==> config.mk <==
export PLATFORM = sky130hd
export DESIGN_NAME = sram_dp_arbiter_flat
export DESIGN_NICKNAME = d
export VERILOG_FILES = /design/src/rtl/sram_dp_arbiter_if.sv /design/src/rtl/sram_dp_arbiter.sv /design/src/flat_wrapper.sv
export SDC_FILE = /design/constraint.sdc
export NUM_CORES = 1
export LEC_CHECK = 0
export ABC_CLOCK_PERIOD_IN_PS = 14900
export CAP_MARGIN = 10
export CORE_AREA = 2 2 182 184
export DETAILED_ROUTE_END_ITERATION = 8
export DIE_AREA = 0 0 184 186
export HOLD_SLACK_MARGIN = 0.03
export PLACE_DENSITY_LB_ADDON = 0.12
export SLEW_MARGIN = 40
export SYNTH_ARGS = -nofsm -noshare
export SYNTH_HDL_FRONTEND = slang
export SYNTH_SLANG_ARGS = --single-unit
==> constraint.sdc <==
create_clock -name CLK -period 14.9 [get_ports CLK]
set_input_delay 2.98 -clock CLK [delete_from_list [all_inputs] [get_ports CLK]]
set_output_delay 2.98 -clock CLK [all_outputs]
set_load 0.05 [all_outputs]
==> src/rtl/sram_dp_arbiter_if.sv <==
// Requester-side bus of sram_dp_arbiter: four packed request channels plus read responses.
// The arbiter takes the slave modport; requesters (or a testbench) drive the master side.
interface sram_dp_arbiter_if #(
  parameter int BITS       = 32,
  parameter int ADDR_WIDTH = 10
);
  logic [3:0]              req_valid;
  logic [3:0]              req_ready;
  logic [3:0]              req_we;
  logic [4*ADDR_WIDTH-1:0] req_addr;
  logic [4*BITS-1:0]       req_wdata;
  logic [3:0]              rsp_valid;
  logic [4*BITS-1:0]       rsp_rdata;

  modport master (
    output req_valid, req_we, req_addr, req_wdata,
    input  req_ready, rsp_valid, rsp_rdata
  );

  modport slave (
    input  req_valid, req_we, req_addr, req_wdata,
    output req_ready, rsp_valid, rsp_rdata
  );
endinterface

==> src/rtl/sram_dp_arbiter.sv <==
// Four-requester round-robin arbiter onto a dual-port SRAM (ports A and B).
// Optional macro SRAM_DP_ARBITER_PERF_EN adds saturating grant/conflict counters.
module sram_dp_arbiter #(
  parameter int BITS       = 32,
  parameter int ADDR_WIDTH = 10
) (
  input  logic                  CLK,
  input  logic                  RST_N,
  sram_dp_arbiter_if.slave      bus,
  output logic                  CENA,
  output logic                  CENB,
  output logic                  WENA,
  output logic                  WENB,
  output logic [ADDR_WIDTH-1:0] AA,
  output logic [ADDR_WIDTH-1:0] AB,
  output logic [BITS-1:0]       DA,
  output logic [BITS-1:0]       DB,
  input  logic [BITS-1:0]       QA,
  input  logic [BITS-1:0]       QB
`ifdef SRAM_DP_ARBITER_PERF_EN
  ,
  output logic [15:0]           grant_cnt,
  output logic [15:0]           conflict_cnt
`endif
);

  logic [1:0]              ptr;
  logic                    a_found, b_found, conflict;
  logic [1:0]              a_idx, b_idx, cand;
  logic                    grant_a, grant_b, blocked;
  logic [ADDR_WIDTH-1:0]   addr_a, addr_b;
  logic [BITS-1:0]         wdata_a, wdata_b;
  logic                    we_a, we_b;
  logic                    pend_a, pend_b;
  logic [1:0]              pend_a_idx, pend_b_idx;
  logic [4*BITS-1:0]       rdata_q, rdata_c;
  logic [3:0]              rsp_valid_c;

  // Scan from ptr; the first valid requester takes port A, the next one is the port-B candidate.
  always_comb begin
    a_found = 1'b0;
    b_found = 1'b0;
    a_idx   = 2'd0;
    b_idx   = 2'd0;
    cand    = 2'd0;
    for (int k = 0; k < 4; k++) begin
      cand = ptr + 2'(k);
      if (bus.req_valid[cand]) begin
        if (!a_found) begin
          a_found = 1'b1;
          a_idx   = cand;
        end else if (!b_found) begin
          b_found = 1'b1;
          b_idx   = cand;
        end
      end
    end
    addr_a   = bus.req_addr[a_idx*ADDR_WIDTH +: ADDR_WIDTH];
    addr_b   = bus.req_addr[b_idx*ADDR_WIDTH +: ADDR_WIDTH];
    wdata_a  = bus.req_wdata[a_idx*BITS +: BITS];
    wdata_b  = bus.req_wdata[b_idx*BITS +: BITS];
    we_a     = bus.req_we[a_idx];
    we_b     = bus.req_we[b_idx];
    conflict = b_found && (addr_a == addr_b) && (we_a || we_b);
    grant_a  = RST_N && a_found;
    grant_b  = RST_N && b_found && !conflict;
    blocked  = RST_N && b_found && conflict;
  end

  always_comb begin
    bus.req_ready = 4'b0000;
    if (grant_a) bus.req_ready[a_idx] = 1'b1;
    if (grant_b) bus.req_ready[b_idx] = 1'b1;
    CENA = ~grant_a;
    WENA = grant_a ? ~we_a : 1'b1;
    AA   = grant_a ? addr_a : '0;
    DA   = grant_a ? wdata_a : '0;
    CENB = ~grant_b;
    WENB = grant_b ? ~we_b : 1'b1;
    AB   = grant_b ? addr_b : '0;
    DB   = grant_b ? wdata_b : '0;
  end

  // Reads remember which port served them so the next-cycle Q can be steered to the requester.
  always_ff @(posedge CLK) begin
    if (!RST_N) begin
      ptr        <= 2'd0;
      pend_a     <= 1'b0;
      pend_b     <= 1'b0;
      pend_a_idx <= 2'd0;
      pend_b_idx <= 2'd0;
      rdata_q    <= '0;
    end else begin
      if (grant_b)      ptr <= b_idx + 2'd1;
      else if (grant_a) ptr <= a_idx + 2'd1;
      pend_a     <= grant_a && !we_a;
      pend_b     <= grant_b && !we_b;
      pend_a_idx <= a_idx;
      pend_b_idx <= b_idx;
      rdata_q    <= rdata_c;
    end
  end

  always_comb begin
    rsp_valid_c = 4'b0000;
    rdata_c     = rdata_q;
    if (pend_a) begin
      rsp_valid_c[pend_a_idx]            = 1'b1;
      rdata_c[pend_a_idx*BITS +: BITS]   = QA;
    end
    if (pend_b) begin
      rsp_valid_c[pend_b_idx]            = 1'b1;
      rdata_c[pend_b_idx*BITS +: BITS]   = QB;
    end
  end

  assign bus.rsp_valid = rsp_valid_c;
  assign bus.rsp_rdata = rdata_c;

`ifdef SRAM_DP_ARBITER_PERF_EN
  logic [15:0] n_grants;
  assign n_grants = {15'd0, grant_a} + {15'd0, grant_b};

  always_ff @(posedge CLK) begin
    if (!RST_N) begin
      grant_cnt    <= 16'd0;
      conflict_cnt <= 16'd0;
    end else begin
      grant_cnt <= (grant_cnt > 16'hFFFF - n_grants) ? 16'hFFFF : grant_cnt + n_grants;
      if (blocked && conflict_cnt != 16'hFFFF) conflict_cnt <= conflict_cnt + 16'd1;
    end
  end
`endif

endmodule

==> src/flat_wrapper.sv <==
// flat-port wrapper written by rule: the top's interface ports become plain ports
module sram_dp_arbiter_flat 
#(
  parameter int BITS       = 32,
  parameter int ADDR_WIDTH = 10
)
  (CLK, RST_N, CENA, CENB, WENA, WENB, AA, AB, DA, DB, QA, QB, bus_req_valid, bus_req_we, bus_req_addr, bus_req_wdata, bus_req_ready, bus_rsp_valid, bus_rsp_rdata);
  sram_dp_arbiter_if #(.BITS(BITS), .ADDR_WIDTH(ADDR_WIDTH)) bus_i ();
  input  logic CLK;
  input  logic RST_N;
  output logic CENA;
  output logic CENB;
  output logic WENA;
  output logic WENB;
  output logic [ADDR_WIDTH-1:0] AA;
  output logic [ADDR_WIDTH-1:0] AB;
  output logic [BITS-1:0] DA;
  output logic [BITS-1:0] DB;
  input  logic [BITS-1:0] QA;
  input  logic [BITS-1:0] QB;
  input wire logic [$bits(bus_i.req_valid)-1:0] bus_req_valid;
  input wire logic [$bits(bus_i.req_we)-1:0] bus_req_we;
  input wire logic [$bits(bus_i.req_addr)-1:0] bus_req_addr;
  input wire logic [$bits(bus_i.req_wdata)-1:0] bus_req_wdata;
  output wire logic [$bits(bus_i.req_ready)-1:0] bus_req_ready;
  output wire logic [$bits(bus_i.rsp_valid)-1:0] bus_rsp_valid;
  output wire logic [$bits(bus_i.rsp_rdata)-1:0] bus_rsp_rdata;
  assign bus_i.req_valid = bus_req_valid;
  assign bus_i.req_we = bus_req_we;
  assign bus_i.req_addr = bus_req_addr;
  assign bus_i.req_wdata = bus_req_wdata;
  assign bus_req_ready = bus_i.req_ready;
  assign bus_rsp_valid = bus_i.rsp_valid;
  assign bus_rsp_rdata = bus_i.rsp_rdata;
  sram_dp_arbiter #(.BITS(BITS), .ADDR_WIDTH(ADDR_WIDTH)) u_core (.CLK(CLK), .RST_N(RST_N), .bus(bus_i), .CENA(CENA), .CENB(CENB), .WENA(WENA), .WENB(WENB), .AA(AA), .AB(AB), .DA(DA), .DB(DB), .QA(QA), .QB(QB));
endmodule
==> reports/qor.yml <==
yosys:
  synth-main-ff-cell: "dfxtp_1"
  synth_seq_area_share_pct: 27.0
  synth_common_cells: "nand2_1, and2_1, dfxtp_1"
  syn_avg_cell_area_sq_um: 8.07
  synthArstFlopShare_pct: 0
  synth_area_sq_um: 10100
  synth-seq-cells: 136
  synth_area_leaders: "dfxtp_1, and2_1, a22oi_1, mux4_2, nand2_1"
  synth.top_cell.area_share_pct: 27.0
  synth_edf_count: 0
  yosysWarnings: 0
  synth.most_common_cell: "nand2_1"
  synth_area_leader_cell: "dfxtp_1"
  yosysUniqueCellTypes: 59
  synth_cells: 1249
  synth_nets: 1506
routing:
  drt-vias-per-instance: 5.41
  first_iter_violations: 709
  drt-pass1-iter-count: 8
  ant_nets: 0
  drc: 0
  vias: 11200
  wl_per_cell_um: 22.7
  routed_wirelength_um: 47000
timing:
  period_minus_slack_ns: 11.99
  hold_ws_ns: 0.706
  fin_skew_ns: 0.0239
  hold_viol: 0
  setup_tns_ns: 0
  maxSlewViolCount: 0
  fmax_mhz: 83.4
  max_slew.worst_pin.slew_ns: 0.809
  relSlewSlack_pct: 45.9
  finalCritPeriodShare_pct: 80.4
  setup_viol: 0
  rsz0062_at_grt: "no"
pwr:
  irDropWorstVdd_v: 0.000168
  power_frac_comb_pct: 68.1
  power_switching_uw: 1340
  p_leak_uw: 0.00568
  internal-power_uw: 1400
  p_sw_share_pct: 48.9
  p_per_area_nw_per_um2: 175
  p_seq_share_pct: 15.6
  p_clk_share_pct: 16.4
floorplan:
  die_w_um: 184
  die_area_sq_um: 34200
  start_util_pct: 31.3
  dieHeight_um: 186
  rows: 66
  core_area_sq_um: 32200
  ios: 466
placed_design:
  port_buffers: 465
  dp_cells: 2030
  place_area_sq_um: 15000
  gp_congestion: 0.874
  dp_hpwl_um: 33700
run_status:
  status: "complete, no violations"
global_route:
  grt_max_degree: 115
  grt_pass1_vias: 11000
  grt_pass1_wl_um: 69600
  grt.total_usage_pct: 26.7
  gr-total-overflow: 0
  antenna_found_initial: 12
clock_tree:
  htreeDepth: 4
  ctsHoldBuffers: 0
  clk_latency_ns: 0.44
  post_cts.repair.setup_buffers: 0
  clk_pin_slew_worst_paths_ns: 0.06
  clockBufferDepth: 2
  root_buffer: "clkbuf_16"
  post_cts.resized_instances: 0
  cts.sinks: 136
  cts_tree: "yes"
  cts-buffers-inserted: 17
worst_setup_path:
  cp.arrival_ns: 9.01
  endpoint_kind: "output pin"
  worst_setup_path_start_kind: "input pin"
  cp_max_fo: 54
  critPathRequiredTime_ns: 11.92
  path_class: "in2out"
min_path:
  min_path_type: "reg2reg"
layout:
  drive_above_1_share_pct: 7.80
  nNetsFinal: 1899
  post-route-util_pct: 48.7
  fin_cells: 2067
  syn_to_final_growth_pct: 55.7
  final_cell_area_sq_um: 15700
flow_run:
  maxCapViolCount: 0
==> cell usage in the layout (no fill, tap or decap), drive strengths merged, types with 4 or more instances in the layout <==
master and n:
clkbuf 17, mux4 43, nand3 5, nand3b 6, and3 36, nor3 6, nor3b 4, nor2 18
mux2 5, nor2b 4, xnor2 8, clkinv 5, xor2 5, buf 29, dfxtp 136, a31oi 7
a21oi 7, inv 15, nand2 229, o21ai 134, or3b 5, a22oi 130, mux2i 82, and2 186
nor4b 4, diode 5, clkdlybuf4s50 463, ha 15, a211oi 5
==> power by group through the flow <==
stage               Clock [uW]  Combinational, uW  Sequential (uW)
CTS                        456               1860              425
detailed placement           0               1850              433
floorplan                    0               1320              411
global placement             0               1850              431
global route               475               1980              432
finish                     448               1870              426
==> worst max-delay path, cell delays in order <==
cell and delay (ns):
clkdlybuf4s50_1 0.83, mux4_2 0.66, ha_1 0.24, inv_1 0.06, nor2_1 0.04, o311ai_1 0.55, nand3_4 0.62, buf_6 0.50
mux2_2 0.34, o21ai_0 0.29, xor2_1 0.16, a41oi_4 0.19, buf_4 0.42, and3_1 0.26, clkdlybuf4s50_1 0.81
==> registers in the layout, summed over array words and instances, names as in the netlist <==
name / flops
u_core.pend_a: 1
u_core.pend_a_idx: 2
u_core.pend_b: 1
u_core.pend_b_idx: 2
u_core.ptr: 2
u_core.rdata_q: 128
==> metal layers <==
metal / wire, um / share of wire (%) / track usage (%) / vias up
met5: 13 / 0.028 / 0 / -
met4: 1270 / 2.7 / 8.83 / 2
met3: 3550 / 7.6 / 6.93 / 67
met2: 23700 / 50 / 47.0 / 456
met1: 18500 / 39 / 31.7 / 5394
li1: - / - / - / 5254
==> metrics by stage <==
step	power, uW	worst slack, ns
CTS	2740	2.49
finish	2740	2.91
floorplan	1730	5.10
global placement	2280	2.59
detailed placement	2280	2.52
global route	2880	2.49
==> worst paths after layout <==
check / startpoint / to / slack [ns] / depth (start not counted)
setup / recovery: bus_req_valid[0] / DB[29] / 2.91 / 15
hold / removal: u_core.rdata_q[98]$_SDFF_PN0_ / u_core.rdata_q[98]$_SDFF_PN0_ / 0.71 / 3
setup reg to reg: u_core.ptr[1]$_SDFFE_PN0P_ / u_core.pend_b$_SDFF_PN0_ / 9.88 / 13
hold reg to reg: u_core.rdata_q[98]$_SDFF_PN0_ / u_core.rdata_q[98]$_SDFF_PN0_ / 0.71 / 3
==> cell families (layout without fill, tap and decap cells) <==
family | count (synthesis) | count (layout) | share of synthesized area, %
and+or+nand+nor | 513 | 513 | 26.2
buffers and inverters | 128 | 533 | 5.04
muxes | 130 | 130 | 18.3
AOI/OAI and AO/OA | 314 | 314 | 20.4
xor gates and xnor gates | 13 | 13 | 1.13
adders and majority gates | 15 | 15 | 1.86
other | 0 | 5 | 0
DFF | 136 | 136 | 27.0
==> layout make-up <==
type | count | area [sq um]
Fill cell | 3113 | 16500
Sequential cell | 136 | 2730
Timing Repair Buffer | 492 | 4880
Clock buffer | 17 | 425
Clock inverter | 14 | 189
Multi-Input combinational cell | 985 | 6910
Antenna cell | 5 | 12.5
Tap cell | 408 | 510
Inverter | 10 | 37.5
Power figures use the tool's default switching activity.
==> patch, RTL diff (same flow settings) <==
`ADDR_WIDTH` is set to 10 in 3 places; all go to 8.
--- a/src/rtl/sram_dp_arbiter_if.sv
+++ b/src/rtl/sram_dp_arbiter_if.sv
@@ -3,5 +3,5 @@
 interface sram_dp_arbiter_if #(
   parameter int BITS       = 32,
-  parameter int ADDR_WIDTH = 10
+  parameter int ADDR_WIDTH = 8
 );
   logic [3:0]              req_valid;
--- a/src/rtl/sram_dp_arbiter.sv
+++ b/src/rtl/sram_dp_arbiter.sv
@@ -3,5 +3,5 @@
 module sram_dp_arbiter #(
   parameter int BITS       = 32,
-  parameter int ADDR_WIDTH = 10
+  parameter int ADDR_WIDTH = 8
 ) (
   input  logic                  CLK,
--- a/src/flat_wrapper.sv
+++ b/src/flat_wrapper.sv
@@ -3,5 +3,5 @@
 #(
   parameter int BITS       = 32,
-  parameter int ADDR_WIDTH = 10
+  parameter int ADDR_WIDTH = 8
 )
   (CLK, RST_N, CENA, CENB, WENA, WENB, AA, AB, DA, DB, QA, QB, bus_req_valid, bus_req_we, bus_req_addr, bus_req_wdata, bus_req_ready, bus_rsp_valid, bus_rsp_rdata);
Ports: changed (resized AA, AB and bus_req_addr); port bits go from 466 to 454. The function was not compared with the original's and may differ.
==> patch against the original RTL <==
Sequential cell count did not move. Total power fell by 1.6%. Area after synthesis fell by 3.0%. Final cell count fell by 0.77%. Routed wire length fell by 2.9%. Final area fell by 2.8%. Setup slack got worse by 100 ps. Register-to-register slack got worse by 340 ps. Clock skew fell by 8.7 ps. Clock power fell by 1%. Global-route usage fell by 0.91 points. Largest cell class unchanged. Highest routed layer is now met4.
==> patch: results (changes against the original RTL) <==
Timing
  • Clock Skew: 15.2 ps (-8.73 ps)
  • Worst slew margin: 44.9% (-0.96 points)

CTS
  • Max clock buf depth: 2 (unchanged)
  • Worst skew pair latency: 420 ps (-20 ps)

Global routing
  • Global-route wire length before repair: 67900 µm (-2.5%)
  • Tot GR Track Use: 25.8% (-0.91 points)
  • Vias in the first global route: 11.1k (+1.1%)
  • Pin count of the biggest net entering global routing: 72 (-37%)
  • Initial antenna violation count: 7 (-5)

Setup path
  • Critical Path Slowest Stage Cell: clkdlybuf4s50_1
  • Critical Path AT: 9110 ps (+100 ps)
  • FF-to-FF path depth: 12 (-1)
  • Max incr delay on CP: 880 ps (+50 ps)
  • Worst-path fanout max: 40 (-26%)

Place
  • Post-DP Area: 0.0146 mm² (-2.8%)
  • Final HPWL from detailed placement: 32500 µm (-3.5%)
  • Buffers on Ports: 453 (-2.6%)
  • Cells after DPL: 2013 (-0.84%)
  • Pre-CTS setup slack: 3220 ps (+698 ps)
  • Final Wtd Congestion: 0.904 (+3.5%)

Cells and area
  • Biggest register: u_core.rdata_q
  • Layout cell share with drive strength beyond 1: 7.94% (+0.14 points)
  • Nets@finish: 1873 (-1.4%)
  • Max reg flops: 128 (unchanged)
  • Final Non-Filler Cells: 2051 (-0.77%)
  • Number of fill cells in the layout: 3175 (+2.0%)

Routing
  • Drt via density: 5.50 (+1.7%)
  • Initial DRC Count: 776 (+9.4%)
  • Final wirelength: 45700 µm (-2.9%)
  • Detailed Routing Iterations Pass 1: 5 (-3)

Logic synthesis
  • Post-synthesis cell type count: 57 (-3.4%)
  • Commonest cells in the netlist: nand2_1 (279), and2_1 (140), o21ai_0 (140)
  • Register area share after synthesis: 27.8% (+0.83 points)
  • Synth area leaders: dfxtp_1 (28%), nand2_1 (11%), mux4_2 (10%)
  • Mapped Nets: 1498 (-0.53%)

Outcome
  • Outcome: finished clean

Power and ir drop
  • Worst vdd ir: 0.110 mV (-34%)
  • Leakage: 5.43 nW (-4.5%)
==> patch: layer usage <==
metal	wire length (µm)	global-route usage [%]	share of wire, %
met5	0	0	0
met4	1380	9.60	3.0
met3	3440	5.60	7.5
met2	22800	45.7	50
met1	18000	30.6	39
==> patch: cell type report <==
cell class | count | area (µm²) | area share, %
Antenna cell | 6 | 15.0 | 0.0985
Clock buffer | 17 | 425 | 2.79
Clock inverter | 15 | 180 | 1.18
Inverter | 13 | 50.0 | 0.328
Multi-Input combinational cell | 978 | 6600 | 43.3
Sequential cell | 136 | 2720 | 17.9
Tap cell | 408 | 510 | 3.35
Timing Repair Buffer | 478 | 4740 | 31.1
==> patch: report_power, final <==
group          leakage [nW]  switching [mW]  internal, mW  total (mW)
Combinational          4.03            1.14         0.699        1.83
Sequential             1.10          0.0289         0.394       0.423
Clock                 0.294           0.187         0.254       0.442
Total                  5.43            1.35          1.35        2.70
==> patch: path summary, 6_finish.rpt <==
check | slack, ps | startpoint | to
max | 2810 | bus_req_valid[3] | DB[13]
min | 710 | u_core.rdata_q[109] | u_core.rdata_q[109]
max reg2reg | 9540 | u_core.ptr[0] | u_core.ptr[0]
min reg2reg | 710 | u_core.rdata_q[109] | u_core.rdata_q[109]
==> patch: cells by family after synthesis <==
kind of cell / synth area share (%)
DFF: 27.8
buffers and inverters: 5.51
AOI/OAI and AO/OA: 23.7
xor gates and xnor gates: 0.806
and+or+nand+nor: 27.9
muxes: 12.2
adders and majority gates: 2.02
==> patch: worst max-delay path, delay by kind of cell <==
family	cells	cell delay, ps
buffers and inverters	3	2270
multiplexers	3	1470
AO/OA/AOI/OAI	3	1240
AND/OR/NAND/NOR	3	820
adder cells (fa/ha/maj)	1	310
